===== src/rtl/store_unit.sv =====
// Store unit: lane-aligns SB/SH/SW data onto a 32-bit Avalon-style write, holds it through waitrequest
// and pulses done/store_fault. Define STORE_UNALIGNED_EN to also accept SWL/SWR.
module store_unit #(
    parameter int unsigned MAX_WAIT = 0
) (
    input  logic        clk,
    input  logic        reset,
    input  logic        start,
    input  logic [31:0] instruction,
    input  logic [31:0] addr,
    input  logic [31:0] rt_data,
    input  logic        waitrequest,
    output logic [31:0] address,
    output logic        write,
    output logic [31:0] writedata,
    output logic [3:0]  byteenable,
    output logic        busy,
    output logic        done,
    output logic        store_fault
);

    localparam logic [5:0]  OP_SB      = 6'h28;
    localparam logic [5:0]  OP_SH      = 6'h29;
    localparam logic [5:0]  OP_SWL     = 6'h2A;
    localparam logic [5:0]  OP_SW      = 6'h2B;
    localparam logic [5:0]  OP_SWR     = 6'h2E;
    localparam bit          TIMEOUT_EN = (MAX_WAIT != 32'd0);
    localparam logic [31:0] WAIT_LAST  = 32'(MAX_WAIT) - 32'd1;

    typedef enum logic [1:0] {
        ST_IDLE  = 2'd0,
        ST_WRITE = 2'd1,
        ST_DONE  = 2'd2,
        ST_FAULT = 2'd3
    } state_t;

    state_t      state_q;
    logic [31:0] address_q;
    logic [31:0] writedata_q;
    logic [3:0]  byteenable_q;
    logic        write_q;
    logic        busy_q;
    logic        done_q;
    logic        fault_q;
    logic [31:0] wait_q;

    logic [5:0]  opcode_s;
    logic [1:0]  lane_s;
    logic [4:0]  shamt_s;
    logic        is_store_s;
    logic        legal_d;
    logic [3:0]  be_d;
    logic [31:0] wd_d;
    logic        unused_instr_s;

    assign opcode_s       = instruction[31:26];
    assign lane_s         = addr[1:0];
    assign shamt_s        = {lane_s, 3'b000};
    assign unused_instr_s = ^instruction[25:0];

`ifdef STORE_UNALIGNED_EN
    logic [1:0] top_lane_s;
    logic [4:0] swl_shamt_s;

    // SWL writes the most significant bytes of rt into lanes 0..n
    assign top_lane_s  = 2'd3 - lane_s;
    assign swl_shamt_s = {top_lane_s, 3'b000};
`endif

    // Decode the store opcode into legality, byte enables and lane-aligned data
    always_comb begin
        is_store_s = 1'b0;
        legal_d    = 1'b0;
        be_d       = 4'b0000;
        wd_d       = 32'h0000_0000;
        case (opcode_s)
            OP_SB: begin
                is_store_s = 1'b1;
                legal_d    = 1'b1;
                be_d       = 4'b0001 << lane_s;
                wd_d       = {24'h00_0000, rt_data[7:0]} << shamt_s;
            end
            OP_SH: begin
                is_store_s = 1'b1;
                if (lane_s[0] == 1'b0) begin
                    legal_d = 1'b1;
                    be_d    = 4'b0011 << lane_s;
                    wd_d    = {16'h0000, rt_data[15:0]} << shamt_s;
                end else begin
                    legal_d = 1'b0;
                end
            end
            OP_SW: begin
                is_store_s = 1'b1;
                if (lane_s == 2'd0) begin
                    legal_d = 1'b1;
                    be_d    = 4'b1111;
                    wd_d    = rt_data;
                end else begin
                    legal_d = 1'b0;
                end
            end
            OP_SWL: begin
                is_store_s = 1'b1;
`ifdef STORE_UNALIGNED_EN
                legal_d    = 1'b1;
                be_d       = 4'b1111 >> top_lane_s;
                wd_d       = rt_data >> swl_shamt_s;
`else
                legal_d    = 1'b0;
`endif
            end
            OP_SWR: begin
                is_store_s = 1'b1;
`ifdef STORE_UNALIGNED_EN
                legal_d    = 1'b1;
                be_d       = 4'b1111 << lane_s;
                wd_d       = rt_data << shamt_s;
`else
                legal_d    = 1'b0;
`endif
            end
            default: begin
                is_store_s = 1'b0;
                legal_d    = 1'b0;
            end
        endcase
    end

    // Store FSM with registered bus and handshake outputs
    always_ff @(posedge clk) begin
        if (reset) begin
            state_q      <= ST_IDLE;
            address_q    <= 32'h0000_0000;
            writedata_q  <= 32'h0000_0000;
            byteenable_q <= 4'b0000;
            write_q      <= 1'b0;
            busy_q       <= 1'b0;
            done_q       <= 1'b0;
            fault_q      <= 1'b0;
            wait_q       <= 32'h0000_0000;
        end else begin
            done_q  <= 1'b0;
            fault_q <= 1'b0;
            case (state_q)
                ST_IDLE: begin
                    if (start && is_store_s) begin
                        busy_q <= 1'b1;
                        if (legal_d) begin
                            state_q      <= ST_WRITE;
                            write_q      <= 1'b1;
                            address_q    <= {addr[31:2], 2'b00};
                            writedata_q  <= wd_d;
                            byteenable_q <= be_d;
                            wait_q       <= 32'h0000_0000;
                        end else begin
                            state_q <= ST_FAULT;
                            fault_q <= 1'b1;
                        end
                    end
                end
                ST_WRITE: begin
                    // acceptance takes priority over a timeout on the same edge
                    if (!waitrequest) begin
                        state_q <= ST_DONE;
                        write_q <= 1'b0;
                        done_q  <= 1'b1;
                    end else if (TIMEOUT_EN && (wait_q == WAIT_LAST)) begin
                        state_q <= ST_FAULT;
                        write_q <= 1'b0;
                        fault_q <= 1'b1;
                    end else if (TIMEOUT_EN) begin
                        wait_q <= wait_q + 32'd1;
                    end
                end
                ST_DONE: begin
                    state_q <= ST_IDLE;
                    busy_q  <= 1'b0;
                end
                ST_FAULT: begin
                    state_q <= ST_IDLE;
                    busy_q  <= 1'b0;
                end
                default: begin
                    state_q <= ST_IDLE;
                    write_q <= 1'b0;
                    busy_q  <= 1'b0;
                end
            endcase
        end
    end

    assign address     = address_q;
    assign write       = write_q;
    assign writedata   = writedata_q;
    assign byteenable  = byteenable_q;
    assign busy        = busy_q;
    assign done        = done_q;
    assign store_fault = fault_q;

endmodule

===== config.mk =====
export PLATFORM = sky130hd
export DESIGN_NAME = store_unit
export DESIGN_NICKNAME = d
export VERILOG_FILES = /design/src/rtl/store_unit.sv
export SDC_FILE = /design/constraint.sdc
export NUM_CORES = 1
export LEC_CHECK = 0
export CORE_AREA = 2 2 83 100
export DETAILED_ROUTE_END_ITERATION = 6
export DIE_AREA = 0 0 85 102
export PLACE_DENSITY = 0.83
export REMOVE_ABC_BUFFERS = 1
export SETUP_SLACK_MARGIN = 0.2
export SYNTH_ARGS = -nofsm -noshare
export SYNTH_HDL_FRONTEND = slang
export SYNTH_SLANG_ARGS = --single-unit

===== constraint.sdc =====
create_clock -name clk -period 4.64 [get_ports clk]
set_clock_uncertainty 0.05 [all_clocks]
set_input_delay 0.928 -clock clk [delete_from_list [all_inputs] [get_ports clk]]
set_output_delay 0.928 -clock clk [all_outputs]
set_load 0.01 [all_outputs]

After elaboration in Yosys (flattened, before gate mapping)

Index checks and enable logic that the tools add are counted.

Register bits: 72
Input bits: 100
Output and inout bits: 72
Word-level logic and storage cells: 61

Eq/ne operators: 11
Shift operators: 4
Mux-type cells: 22
Bitwise logic cells: 3
Reduce and logical (&&, ||, !) cells: 13

Operators by type and width:

| operator            | count |
|---|---|
| $pmux 32 s3         | 1 |
| $mux 32             | 2 |
| $shl 16x5->32       | 1 |
| $shl 8x5->32        | 1 |
| $eq 6x6->1 const B  | 5 |
| $pmux 4 s3          | 1 |
| $mux 1              | 9 |
| $mux 4              | 2 |
| $mux 2              | 3 |
| $ne 2x2->1 const B  | 3 |
| $pmux 2 s3          | 1 |
| $reduce_or 5->1     | 1 |
| $eq 2x2->1 const B  | 2 |
| $logic_not 2->1     | 2 |
| $pmux 1 s2          | 2 |
| $reduce_and 2->1    | 2 |
| $reduce_and 4->1    | 1 |
| $reduce_bool 2->1   | 2 |
| $reduce_or 2->1     | 2 |
| $shl 1x2->4 const A | 1 |
| $shl 2x2->4 const A | 1 |
| $not 1->1           | 3 |
| $pmux 1 s3          | 1 |
| $reduce_and 3->1    | 1 |
| other kinds (3)     | 3 |

Logic depth before layout (Yosys ltp)

Depth after elaboration: 6
Depth in mapped cells: 7
Depth with buffers taken out: 4

Worst setup path after synthesis

No wires, ideal clock.

Kind: input-to-reg
Start point: in instruction[30]
End point: reg writedata_q[19] (netlist: writedata[19])
Setup time: 0.074 ns
Data arrival time: 2.018 ns
Required time: 4.516 ns
Setup slack: 2.498 ns
Stages: 4
Path buffers: 0
Cells stage by stage: nand4bb_4 -> nor4_2 -> a221oi_1 -> nor3_2

Longest elaborated chain between the ends: 5
Elaborated cells between the ends (all ways): 11
Classes of those cells: eq/ne (5); mux (3); reduce/logical (3)

Ends and longest elaborated chain:

| item                              | RTL line | source |
|---|---|---|
| from (decl)                       | 9        | `input logic [31:0] instruction,` |
| $eq 6x6->1                        | 76       | `case (opcode_s)` |
| $reduce_or 5->1 (no source line)  | --       |  |
| $mux 1                            | 76       |  |
| $logic_and 1x1->1                 | 147      | `if (start && is_store_s) begin` |
| $reduce_and 3->1 (no source line) | --       |  |
| to (signal assigned)              | 153      | `writedata_q <= wd_d;` |
| to (decl)                         | 39       | `logic [31:0] writedata_q;` |

Parallel ways exist; a longest one is shown, timed or not.
A chain may end at the register's enable or synchronous reset.

Worst setup path in the final report

Start point: in instruction[29]
End point: reg writedata_q[1] (netlist: writedata[1])

Same word-level chain as after synthesis.

==> impl_results.md <==
* Slew Limit Headroom at 33.06%
* Synth Instances at 353
* Synth Flop Type: dfxtp_1
* Clock buffer depth at 2
* Vias at 3093
* Finished Core Util at 61.70%
* Critical path's slowest cell: clkdlybuf4s50_1
* Fin. max-slew vios at 0
* Antenna-violating nets left at 0
* Vias in the first global route at 2992
* CP endpoint kind: flip-flop
* Worst vdd ir at 0.1549 mV
* Antenna diodes at 0
* Power Density at 281.1 nW/um^2
* Die area at 8670 um^2
* Area Overhead vs Synth at 53.93%
* Cell breakdown of the critical path: clkdlybuf4s50_1 > and4bb_1 > o2111a_2 > buf_4 > nand3_1 > a21oi_1
* Final #Nets at 582
* Hold violation total from the final report at 0
* CTS root buf: clkbuf_8
* Post-layout minimum cycle time at 3.028 ns
* Drt first-iter violations at 90
* Critical path class: in -> reg
* Pleak at 0.001618 uW
* Core outline area at 7664 um^2
* Post-DP HPWL at 6.668 mm
* Sequential share of the synthesized area at 46.92%
* Routed len/inst at 15.99 um
* Worst reg-to-reg path cell count at 5
* CP peak stage delay at 0.53 ns
* Clock H-tree levels at 3
* TNS Setup at 0 ns
* PortBufs at 143
* Resized Gates After CTS at 0
* RSZ-0062 raised after global routing: false
* Most numerous cell in the Yosys netlist: nand2_1
* Max-cap viol count at 0
* Area contributors post-synth: dfxtp_1, nand2_1, a21oi_1
* Final wirelength at 9.257 mm
* Tcrit/Tclk final at 65.26%
* Postcts setup bufs at 0
* Number of clock sinks at 72
* CTS buffer count at 9
* FILL cells at 658
* F_max at 330.2 MHz
* Die Ht at 102 um
* Via density at 5.342
* Site Rows at 35
* Final GP Congestion at 0.8189
* # setup viols final at 0
* Worst-skew pair later-pin latency at 0.34 ns
* Synth Register Bits at 72
* Die X at 85 um
* Grt total ovfl at 0
* HP Class: reg -> reg
* Worst slew pin tran at 1.004 ns
* Status: complete, no violations
* Post-Syn Area per Cell at 8.702 um^2
* First-pass GRT wire length at 14.41 mm
* DRC Markers at 0
* Ys Warns at 0
* Crit start category: input pin
* Worst Path Required at 4.86 ns
* Total power at 1329 uW
* Hold path depth at 2
* Mapped Area at 3072 um^2
* Hold-fix buffers at CTS at 0
* TritonCTS clock tree: built
* GRT Util Overall at 20.99%
* Yosys top cell by area: dfxtp_1
* Initial cell density of the core at 40.08%
* Share of layout cells above drive strength 1 at 9.446%
* Worst-path clk slew at 0.06 ns
* Share of the synthesized area in the top cell type at 46.92%
* Number of synthesized flops with an enable pin at 0
* Antenna violations before repair at 0
* CP max FO at 50
* FFs w/ async S/R, synth at 0%
* Yosys cell types at 39
* DR pass1 iterations at 4
* Pin count of the biggest net entering global routing at 51
* I/O Pins at 172
* Worst path arrival time at 3.25 ns
* Most frequent cells after synthesis: nand2_1, dfxtp_1, a21oi_1
-- area by class of cell --
class                      instances  area, um^2  area share [%]
tap                               92       115.1           2.435
sequential                        72        1441           30.48
timing repair buffer             147        1456           30.80
clock inverter                     4       76.32           1.614
inverter                           4       15.01          0.3175
clock buffer                      12       155.1           3.281
multi-input combinational        248        1469           31.07
-- final timing paths --
check	start	endpoint	slack, ns
max	instruction[29]	writedata[1]	1.61
max reg2reg	state_q[0]	writedata[1]	2.44
min	writedata[1]	writedata[1]	0.40
min reg2reg	writedata[1]	writedata[1]	0.40
-- flip-flops by register name, indices dropped and copies added (netlist names) --
signal and flops:
address 30, writedata 32, byteenable 4, busy 1
done 1, store_fault 1, write 1, state_q 2
-- per-stage QoR --
step	hold slack, ns	setup slack, ns	std cells	cell area, um^2
after floorplan	0.4200	1.609	324	2913
after global placement	0.3872	1.308	563	4497
after detailed placement	0.3937	1.270	563	4497
after CTS	0.4031	1.628	579	4728
after global routing	0.4164	1.424	579	4728
final	0.3993	1.612	579	4728
-- power by group --
| part | switching, uW | total [uW] | internal (uW) |
|---|---|---|---|
| registers | 2.87 | 626 | 623 |
| logic | 60.5 | 139 | 78.3 |
| clock network | 231 | 564 | 333 |
| total | 295 | 1330 | 1030 |
-- metal layers --
layer	routed length (um)	vias to the layer above	share of wire, %	GRT usage [%]
li1	-	1507	-	-
met1	3672	1433	40	24.13
met2	4582	140	49	36.66
met3	840	13	9.1	6.624
met4	163	0	1.8	7.692
met5	0	-	0	0
-- cells in the final DEF (no fill, tap or decap), types with 3 or more instances in the layout --
| cell type | n |
|---|---|
| inv_1 | 3 |
| a21oi_1 | 44 |
| buf_4 | 4 |
| clkdlybuf4s50_1 | 142 |
| a22o_1 | 8 |
| nor2_1 | 29 |
| a221oi_1 | 25 |
| nor3_2 | 15 |
| dfxtp_1 | 72 |
| nand2_1 | 76 |
| nand3_1 | 9 |
| nor3_1 | 12 |
| clkbuf_8 | 11 |
| nand2b_1 | 3 |
-- logic make-up after synthesis --
family	synth area share, %
DFF	46.92
buffers and inverters	5.784
other	0.1221
AOI/OAI and AO/OA	19.06
xor gates and xnor gates	0.2852
and+or+nand+nor	27.82
-- worst max-delay path, delay by kind of cell --
kind / cells / cell delay [ns]
buffers and inverters: 2 / 1.04
and+or+nand+nor: 2 / 0.61
AOI/OAI and AO/OA: 2 / 0.63
Power figures use the tool's default switching activity.
